===== config.mk =====
export PLATFORM = sky130hd
export DESIGN_NAME = sram_packet_reader
export DESIGN_NICKNAME = d
export VERILOG_FILES = /design/src/rtl/sram_packet_reader.sv
export SDC_FILE = /design/constraint.sdc
export NUM_CORES = 1
export LEC_CHECK = 0
export ABC_CLOCK_PERIOD_IN_PS = 4800
export CAP_MARGIN = 20
export CORE_MARGIN = 2
export CORE_UTILIZATION = 30
export CTS_BUF_LIST = sky130_fd_sc_hd__clkbuf_2 sky130_fd_sc_hd__clkbuf_4 sky130_fd_sc_hd__clkbuf_8
export DETAILED_ROUTE_END_ITERATION = 12
export DONT_BUFFER_PORTS = 1
export PLACE_DENSITY = 0.44
export SLEW_MARGIN = 10
export SYNTH_ARGS = -nofsm -noshare
export SYNTH_HDL_FRONTEND = slang
export SYNTH_SLANG_ARGS = --single-unit

===== constraint.sdc =====
create_clock -name clk -period 4.8 [get_ports clk]
set_clock_uncertainty 0.1 [all_clocks]
set_input_delay 0.96 -clock clk [delete_from_list [all_inputs] [get_ports clk]]
set_output_delay 0.96 -clock clk [all_outputs]
set_load 0.03 [all_outputs]

===== src/rtl/sram_packet_reader.sv =====
// Single-bank packet reader: follows a packet's page chain through the SRAM read
// port, recycles each page once and streams the half-words with SOP/EOP/ECC flags.
module sram_packet_reader (
    input  logic        clk,
    input  logic        rst_n,
    input  logic [4:0]  SRAM_IDX,
    input  logic        rd_start,
    input  logic [15:0] rd_head_addr,
    output logic        rd_busy,
    output logic        rd_start_err,
    output logic        rd_another_page,
    output logic [10:0] rd_page,
    input  logic [15:0] rd_xfer_data,
    input  logic [15:0] rd_next_page,
    input  logic [7:0]  rd_ecc_code,
    output logic        out_data_vld,
    output logic [15:0] out_data,
    output logic        out_start_of_packet,
    output logic        out_end_of_packet,
    output logic        out_ecc_vld,
    output logic [7:0]  out_ecc_code,
    output logic [15:0] out_next_head_addr
);

    typedef enum logic [1:0] {
        IDLE   = 2'd0,
        ISSUE  = 2'd1,
        STREAM = 2'd2
    } state_t;

    state_t      state_q;
    logic        busy_q;
    logic        err_q;
    logic        rap_q;
    logic [10:0] page_q;
    logic [2:0]  hw_q;
    logic [8:0]  rcv_q;
    logic [8:0]  len_q;
    logic [6:0]  npg_q;
    logic [6:0]  issued_q;
    logic [10:0] succ_q;
    logic [15:0] jump_q;

    logic        out_vld_q;
    logic [15:0] out_data_q;
    logic        out_sop_q;
    logic        out_eop_q;
    logic        out_eccv_q;
    logic [7:0]  out_ecc_q;
    logic [15:0] out_nh_q;

    logic [8:0]  hdr_len;
    logic [9:0]  hdr_sum;
    logic [8:0]  len_d;
    logic [6:0]  npg_d;
    logic [10:0] succ_d;
    logic [15:0] jump_d;
    logic        last_hw;
    logic        switch_pg;

    // Length and page count come straight off the bus in the header cycle, so the
    // first data cycle uses the live values and later cycles the registered ones.
    always_comb begin
        hdr_len   = (rd_xfer_data[15:7] == 9'd0) ? 9'd1 : rd_xfer_data[15:7];
        hdr_sum   = {1'b0, hdr_len} + 10'd7;
        len_d     = (rcv_q == 9'd0) ? hdr_len : len_q;
        npg_d     = (rcv_q == 9'd0) ? hdr_sum[9:3] : npg_q;
        succ_d    = (hw_q == 3'd0) ? rd_next_page[10:0] : succ_q;
        jump_d    = (hw_q == 3'd0) ? rd_next_page : jump_q;
        last_hw   = (rcv_q == (len_d - 9'd1));
        switch_pg = (hw_q == 3'd6) && (issued_q < npg_q);
    end

    always_ff @(posedge clk or negedge rst_n) begin
        if (!rst_n) begin
            state_q    <= IDLE;
            busy_q     <= 1'b0;
            err_q      <= 1'b0;
            rap_q      <= 1'b0;
            page_q     <= 11'd0;
            hw_q       <= 3'd0;
            rcv_q      <= 9'd0;
            len_q      <= 9'd0;
            npg_q      <= 7'd0;
            issued_q   <= 7'd0;
            succ_q     <= 11'd0;
            jump_q     <= 16'd0;
            out_vld_q  <= 1'b0;
            out_data_q <= 16'd0;
            out_sop_q  <= 1'b0;
            out_eop_q  <= 1'b0;
            out_eccv_q <= 1'b0;
            out_ecc_q  <= 8'd0;
            out_nh_q   <= 16'd0;
        end else begin
            rap_q      <= 1'b0;
            err_q      <= 1'b0;
            out_vld_q  <= 1'b0;
            out_data_q <= 16'd0;
            out_sop_q  <= 1'b0;
            out_eop_q  <= 1'b0;
            out_eccv_q <= 1'b0;
            out_ecc_q  <= 8'd0;
            out_nh_q   <= 16'd0;
            case (state_q)
                IDLE: begin
                    if (rd_start) begin
                        if (rd_head_addr[15:11] == SRAM_IDX) begin
                            rap_q   <= 1'b1;
                            page_q  <= rd_head_addr[10:0];
                            busy_q  <= 1'b1;
                            state_q <= ISSUE;
                        end else begin
                            err_q <= 1'b1;
                        end
                    end
                end
                ISSUE: begin
                    hw_q     <= 3'd0;
                    rcv_q    <= 9'd0;
                    issued_q <= 7'd1;
                    state_q  <= STREAM;
                end
                STREAM: begin
                    hw_q       <= hw_q + 3'd1;
                    rcv_q      <= rcv_q + 9'd1;
                    len_q      <= len_d;
                    npg_q      <= npg_d;
                    succ_q     <= succ_d;
                    jump_q     <= jump_d;
                    out_vld_q  <= 1'b1;
                    out_data_q <= rd_xfer_data;
                    out_sop_q  <= (rcv_q == 9'd0);
                    out_eop_q  <= last_hw;
                    out_eccv_q <= (hw_q == 3'd0);
                    out_ecc_q  <= (hw_q == 3'd0) ? rd_ecc_code : 8'd0;
                    out_nh_q   <= last_hw ? jump_d : 16'd0;
                    // Switch one cycle early so the next page's header lands right
                    // after this page's 8th half-word.
                    if (switch_pg && !last_hw) begin
                        rap_q    <= 1'b1;
                        page_q   <= succ_q;
                        issued_q <= issued_q + 7'd1;
                    end
                    if (last_hw) begin
                        busy_q  <= 1'b0;
                        state_q <= IDLE;
                    end
                end
                default: state_q <= IDLE;
            endcase
        end
    end

    assign rd_busy             = busy_q;
    assign rd_start_err        = err_q;
    assign rd_another_page     = rap_q;
    assign rd_page             = page_q;
    assign out_data_vld        = out_vld_q;
    assign out_data            = out_data_q;
    assign out_start_of_packet = out_sop_q;
    assign out_end_of_packet   = out_eop_q;
    assign out_ecc_vld         = out_eccv_q;
    assign out_ecc_code        = out_ecc_q;
    assign out_next_head_addr  = out_nh_q;

endmodule

; ---- Yosys cells after proc, flatten, opt, wreduce, memory -nomap -nowiden
; Cells that the tools add are included.
[totals]
regBits = 122
in_bits = 64
output_inout_bits = 58
[op_classes]
add_sub_neg = 5
n_lt_le_gt_ge = 1
n_reduce_logical = 15
n_mux = 35
n_eq_ne = 9
[op_table]
columns = operator, count
row1 = 16-bit two-way mux, 4
row2 = 11-bit two-way mux, 3
row3 = 11-bit one-hot mux with 2 select lines, 1
row4 = 9-bit logical NOT, 2
row5 = 9-bit two-way mux, 2
row6 = 9-bit one-hot mux with 2 select lines, 1
row7 = 8-bit two-way mux, 2
row8 = 7-bit one-hot mux with 2 select lines, 1
row9 = 1-bit two-way mux, 13
row10 = 9-bit by 3-bit adder with 10-bit output (second input constant), 1
row11 = 9-bit by 1-bit adder with 9-bit output (second input constant), 1
row12 = 9-bit equality test, 1
row13 = 9-bit by 1-bit subtractor with 9-bit output (second input constant), 1
row14 = 2-bit != test (second input constant), 4
row15 = 4-bit AND reduction, 2
row16 = 7-bit by 1-bit adder with 7-bit output (second input constant), 1
row17 = 7-bit < comparator, 1
row18 = 7-bit two-way mux, 1
row19 = 2-bit two-way mux, 3
row20 = 2-bit one-hot mux with 3 select lines, 1
row21 = 3-bit one-hot mux with 2 select lines, 1
row22 = 2-bit AND reduction, 3
row23 = 5-bit equality test, 1
row24 = 1-bit one-hot mux with 2 select lines, 2
row25 = other kinds (10), 12

; ---- Logic depth before layout (Yosys ltp)
[depth]
word_depth = 9
depth_mapped = 14
mapped_depth_nobuf = 13

; ---- Worst setup path before layout
; No wires, ideal clock.
[synth_timing]
path_type = input to register
start = input rd_xfer_data[14]
end = register page_q[0], in the netlist rd_page[0]
cell_stages = 13
path_buffers = 2
required_time_ns = 4.575
t_arrival_ns = 3.648
setup_slack_ns = 0.927
setup_time_ns = 0.125
path_cell_list = clkbuf_1 nor2_1 a31o_2 mux2i_2 ha_1 nor3b_1 nor3b_1 xnor2_1 o221a_2 nand4_1 o221ai_2 buf_6 mux2_4
[synth_via]
elab_chain_len = 9
[synth_rtl]
columns = item, line_no
row1 = "start, declared", 13  ; input logic [15:0] rd_xfer_data,
row2 = 9-bit logical NOT, 64  ; hdr_len = (rd_xfer_data[15:7] == 9'd0) ? 9'd1 : rd_xfer_data[15:7];
row3 = 9-bit two-way mux *, 64
row4 = 9-bit two-way mux *, 66  ; len_d = (rcv_q == 9'd0) ? hdr_len : len_q;
row5 = 9-bit by 1-bit subtractor with 9-bit output *, 70  ; last_hw = (rcv_q == (len_d - 9'd1));
row6 = 9-bit equality test *, 70
row7 = 1-bit logical NOT *, 140  ; if (switch_pg && !last_hw) begin
row8 = 1-bit logical AND *, 140
row9 = 2-bit != test (no source line) *, --
row10 = 4-bit AND reduction (no source line) *, --
row11 = "end signal, assigned", 110  ; page_q <= rd_head_addr[10:0];
row12 = "end signal, assigned", 142  ; page_q <= succ_q;
row13 = "end, declared", 35  ; logic [10:0] page_q;
; Mark *: on every way between the ends. The rest lies on a longest branch, timed or not.
; A chain may end at the register's enable or synchronous reset.

; ---- Worst setup path after layout
[layout_timing]
start = register rcv_q[0]
end = register page_q[10], in the netlist rd_page[10]
[layout_via]
elab_chain_len = 8
[layout_rtl]
columns = item, line_no
row1 = "start, declared", 37  ; logic [8:0] rcv_q;
row2 = "start signal, assigned", 126  ; rcv_q <= rcv_q + 9'd1;
row3 = 9-bit logical NOT, 66
row4 = 9-bit two-way mux, 66
row5 = 9-bit by 1-bit subtractor with 9-bit output, 70
row6 = 9-bit equality test *, 70
row7 = 1-bit logical NOT *, 140
row8 = 1-bit logical AND *, 140
row9 = 2-bit != test (no source line) *, --
row10 = 4-bit AND reduction (no source line) *, --
; Marked as above.

==> metrics.md <==
| Metric | Value |
|---|---|
| Outcome | completed |
| DRT Pass-1 Iters | 4 |
| Unrepaired setup endpoints after global routing | false |
| CTS Buf Count | 17 |
| Worst-Margin Slew | 0.989 ns |
| Cell row count | 51 |
| Avg Vias per Cell | 4.78 |
| CTS Hold Buffers Added | 0 |
| Detailed Place HPWL | 9510 um |
| Final slew viol count | 0 |
| Nets | 645 |
| Class of the worst hold path | primary input to async pin |
| Vias in the first global route | 4041 |
| Port Buffers | 0 |
| Antenna Cells | 0 |
| Ports | 122 |
| # setup viols final | 0 |
| MaxCap Viol Count | 0 |
| Critical path class | register to register |
| Maximum VDD drop | 172 uV |
| DRT iter0 DRCs | 192 |
| Worst skew pair latency | 0.44 ns |
| LEAKAGE | 0.00313 uW |
| Gr ovfl total | 0 |
| Clock sinks | 122 |
| Core Area | 19300 um2 |
| Uppermost layer routed | met4 |
| Met2 routed WL | 6500 um |
| CP Data Arrival Time | 4.43 ns |
| CTS tree | done |
| Post-route ant nets | 0 |
| H-tree levels | 4 |
| Post-synth ARST share | 100% |
| FF-to-FF End | rd_page[10]$_DFFE_PN0P_ |
| Number of synthesized register bits | 122 |
| Warnings from Yosys | 0 |
| Vias post-DR | 4030 |
| Power Dens Cells | 591 nW/um2 |
| Hold_ws | 0.114 ns |
| Starting Density | 30.3% |
| Syn Inst Count | 566 |
| Final Wtd Congestion | 0.833 |
| Final worst path period share | 87.6% |
| Main synth FF type | dfrtp_1 |
| Syn_nets | 646 |
| Seq/Total Area, Yosys | 52.3% |
| Fmax | 238 MHz |
| Wirelength, routed | 13800 um |
| DR WL/cell | 16.4 um |
| Layout cells sized above 1 | 14.9% |
| Pin count of the biggest net entering global routing | 123 |
| Post-CTS setup repair buffer count | 0 |
| Critical path origin | rcv_q[0]$_DFFE_PN0P_ |
| Wl on met1 | 6260 um |
| CTS Buffer Depth | 2 |
| Min Tclk post-route | 4.21 ns |
| Slew HR | 33.9% |
| Clk root buf | clkbuf_8 |
| CP Max Fanout | 11 |
| Met3 WL | 794 um |
| Die X-Extent | 144 um |
| Most common cell after layout, fill and taps aside | nand2_1 |
| Mapped cell area | 5840 um2 |
| Critical Path Start Type | register |
| Area grow syn2layout | 11.4% |
| Final hold vios | 0 |
| Worst-path clk slew | 0.09 ns |
| CP endpoint kind | register |
| Register-to-register setup slack | 0.59 ns |
| Initial antenna violation count | 0 |
| Reg-to-Reg Start | rcv_q[0]$_DFFE_PN0P_ |
| Die Span Y | 144 um |
| Tot GR Track Use | 14.0% |
| First-pass GRT wire length | 22000 um |
| Avg Inst Size Synth | 10.3 um2 |
| EDFF count, synth | 0 |
| Reg2Reg Depth | 14 |
| Die area | 20600 um2 |
| Synth cell types | 58 |
| # DRC | 0 |
| Post-CTS sizing | 0 |
| Final setup TNS | 0 ns |
| Commonest cells after routing, fill and taps aside | nand2_1, dfrtp_1, a21oi_1, inv_1, mux2_2 |
| Required time of the critical path | 5.03 ns |
## power breakdown
group	total [uW]	internal, uW	switching [uW]	leakage, uW
logic	1060	469	586	0.00135
registers	1830	1350	477	0.00158
clock network	963	482	481	0.000201
## worst max-delay path: stages, from the launching register on
cell and delay [ns]:
dfrtp_1 0.44, inv_1 0.11, ha_1 0.16, or4b_4 0.52
nor2_8 0.20, mux2i_2 0.32, ha_1 0.29, nor3b_1 0.33
nor3b_1 0.27, xnor2_1 0.17, o221a_2 0.20, nand4_1 0.11
o221ai_2 0.19, buf_4 0.29, mux2_2 0.36
## Yosys cell counts (all sizes together) (2+ instances only)
| cell type | n | area share [%] |
|---|---|---|
| ha | 16 | 3.4 |
| and4 | 3 | 0.45 |
| and2 | 16 | 1.7 |
| dfrtp | 122 | 52 |
| mux2i | 12 | 2.1 |
| a211oi | 4 | 0.51 |
| o211ai | 4 | 0.51 |
| nor3b | 7 | 0.90 |
| or2 | 3 | 0.32 |
| nand2 | 140 | 9.0 |
| xnor2 | 11 | 1.9 |
| nor4 | 4 | 0.75 |
| and3 | 13 | 1.4 |
| inv | 20 | 1.3 |
| nor3 | 5 | 0.43 |
| nand4b | 2 | 0.30 |
| nand2b | 4 | 0.43 |
| nor2 | 17 | 1.4 |
| buf | 6 | 0.71 |
| a21o | 2 | 0.26 |
| o31ai | 3 | 0.39 |
| xor2 | 16 | 2.4 |
| nand4 | 3 | 0.58 |
| a21oi | 26 | 2.2 |
| mux2 | 30 | 6.4 |
| nand3 | 15 | 1.4 |
| clkbuf | 17 | 1.1 |
| o21ai | 20 | 1.7 |
| nor2b | 5 | 0.54 |
| o2111ai | 2 | 0.30 |
## registers in the layout (all words and copies together), names as in the netlist
register             cells
rd_page                 11
len_q                    9
rd_start_err             1
out_start_of_packet      1
out_next_head_addr      16
rd_busy                  1
issued_q                 7
out_end_of_packet        1
npg_q                    7
succ_q                  11
jump_q                  16
rd_another_page          1
out_data                16
rcv_q                    9
hw_q                     3
out_ecc_vld              1
out_ecc_code             8
out_data_vld             1
state_q                  2
## worst max-delay path by stage
stage                               to  slack, ns  cells past startpoint
5_1_grt        issued_q[1]$_DFFE_PN0P_       0.19                     13
2_1_floorplan   rd_page[0]$_DFFE_PN0P_       0.93                     13
3_5_place_dp   rd_page[10]$_DFFE_PN0P_       0.59                     14
3_3_place_gp   rd_page[10]$_DFFE_PN0P_       0.68                     14
6_report       rd_page[10]$_DFFE_PN0P_       0.59                     14
4_1_cts        rd_page[10]$_DFFE_PN0P_       0.56                     14
## kinds of logic (layout without fill, tap and decap cells)
| logic type | Yosys count | count (layout) | synth area share [%] |
|---|---|---|---|
| muxes | 42 | 42 | 8.55 |
| xor gates and xnor gates | 27 | 27 | 4.31 |
| adders and majority gates | 16 | 16 | 3.43 |
| and+or+nand+nor | 244 | 244 | 20.8 |
| AOI/OAI and AO/OA | 71 | 71 | 7.48 |
| DFF | 122 | 122 | 52.3 |
| buffers and inverters | 44 | 56 | 3.15 |
## layer usage
metal	track usage, %	up-vias
met5	0	-
met4	5.68	0
met3	4.60	25
met2	21.8	120
met1	18.0	1978
li1	-	1907
## final cells by class
class | instances | area (um2)
clock inverters | 15 | 180
fillers | 1991 | 12800
repair buffers | 3 | 22.5
multi-input cells | 400 | 2610
flip-flops and latches | 122 | 3050
inverters | 21 | 78.8
clock buffers | 17 | 234
well taps | 265 | 332
## per-stage QoR
step,worst slack (ns),cells,power (uW),util (%),instance area (um2)
after floorplan,0.927,566,2630,-,5840
after global placement,0.684,811,2890,31.6,6090
after detailed placement,0.585,811,2910,31.6,6090
after CTS,0.560,843,3900,33.8,6510
after global routing,0.186,843,4130,33.8,6510
final,0.594,843,3850,33.8,6510
Power figures use the tool's default switching activity.
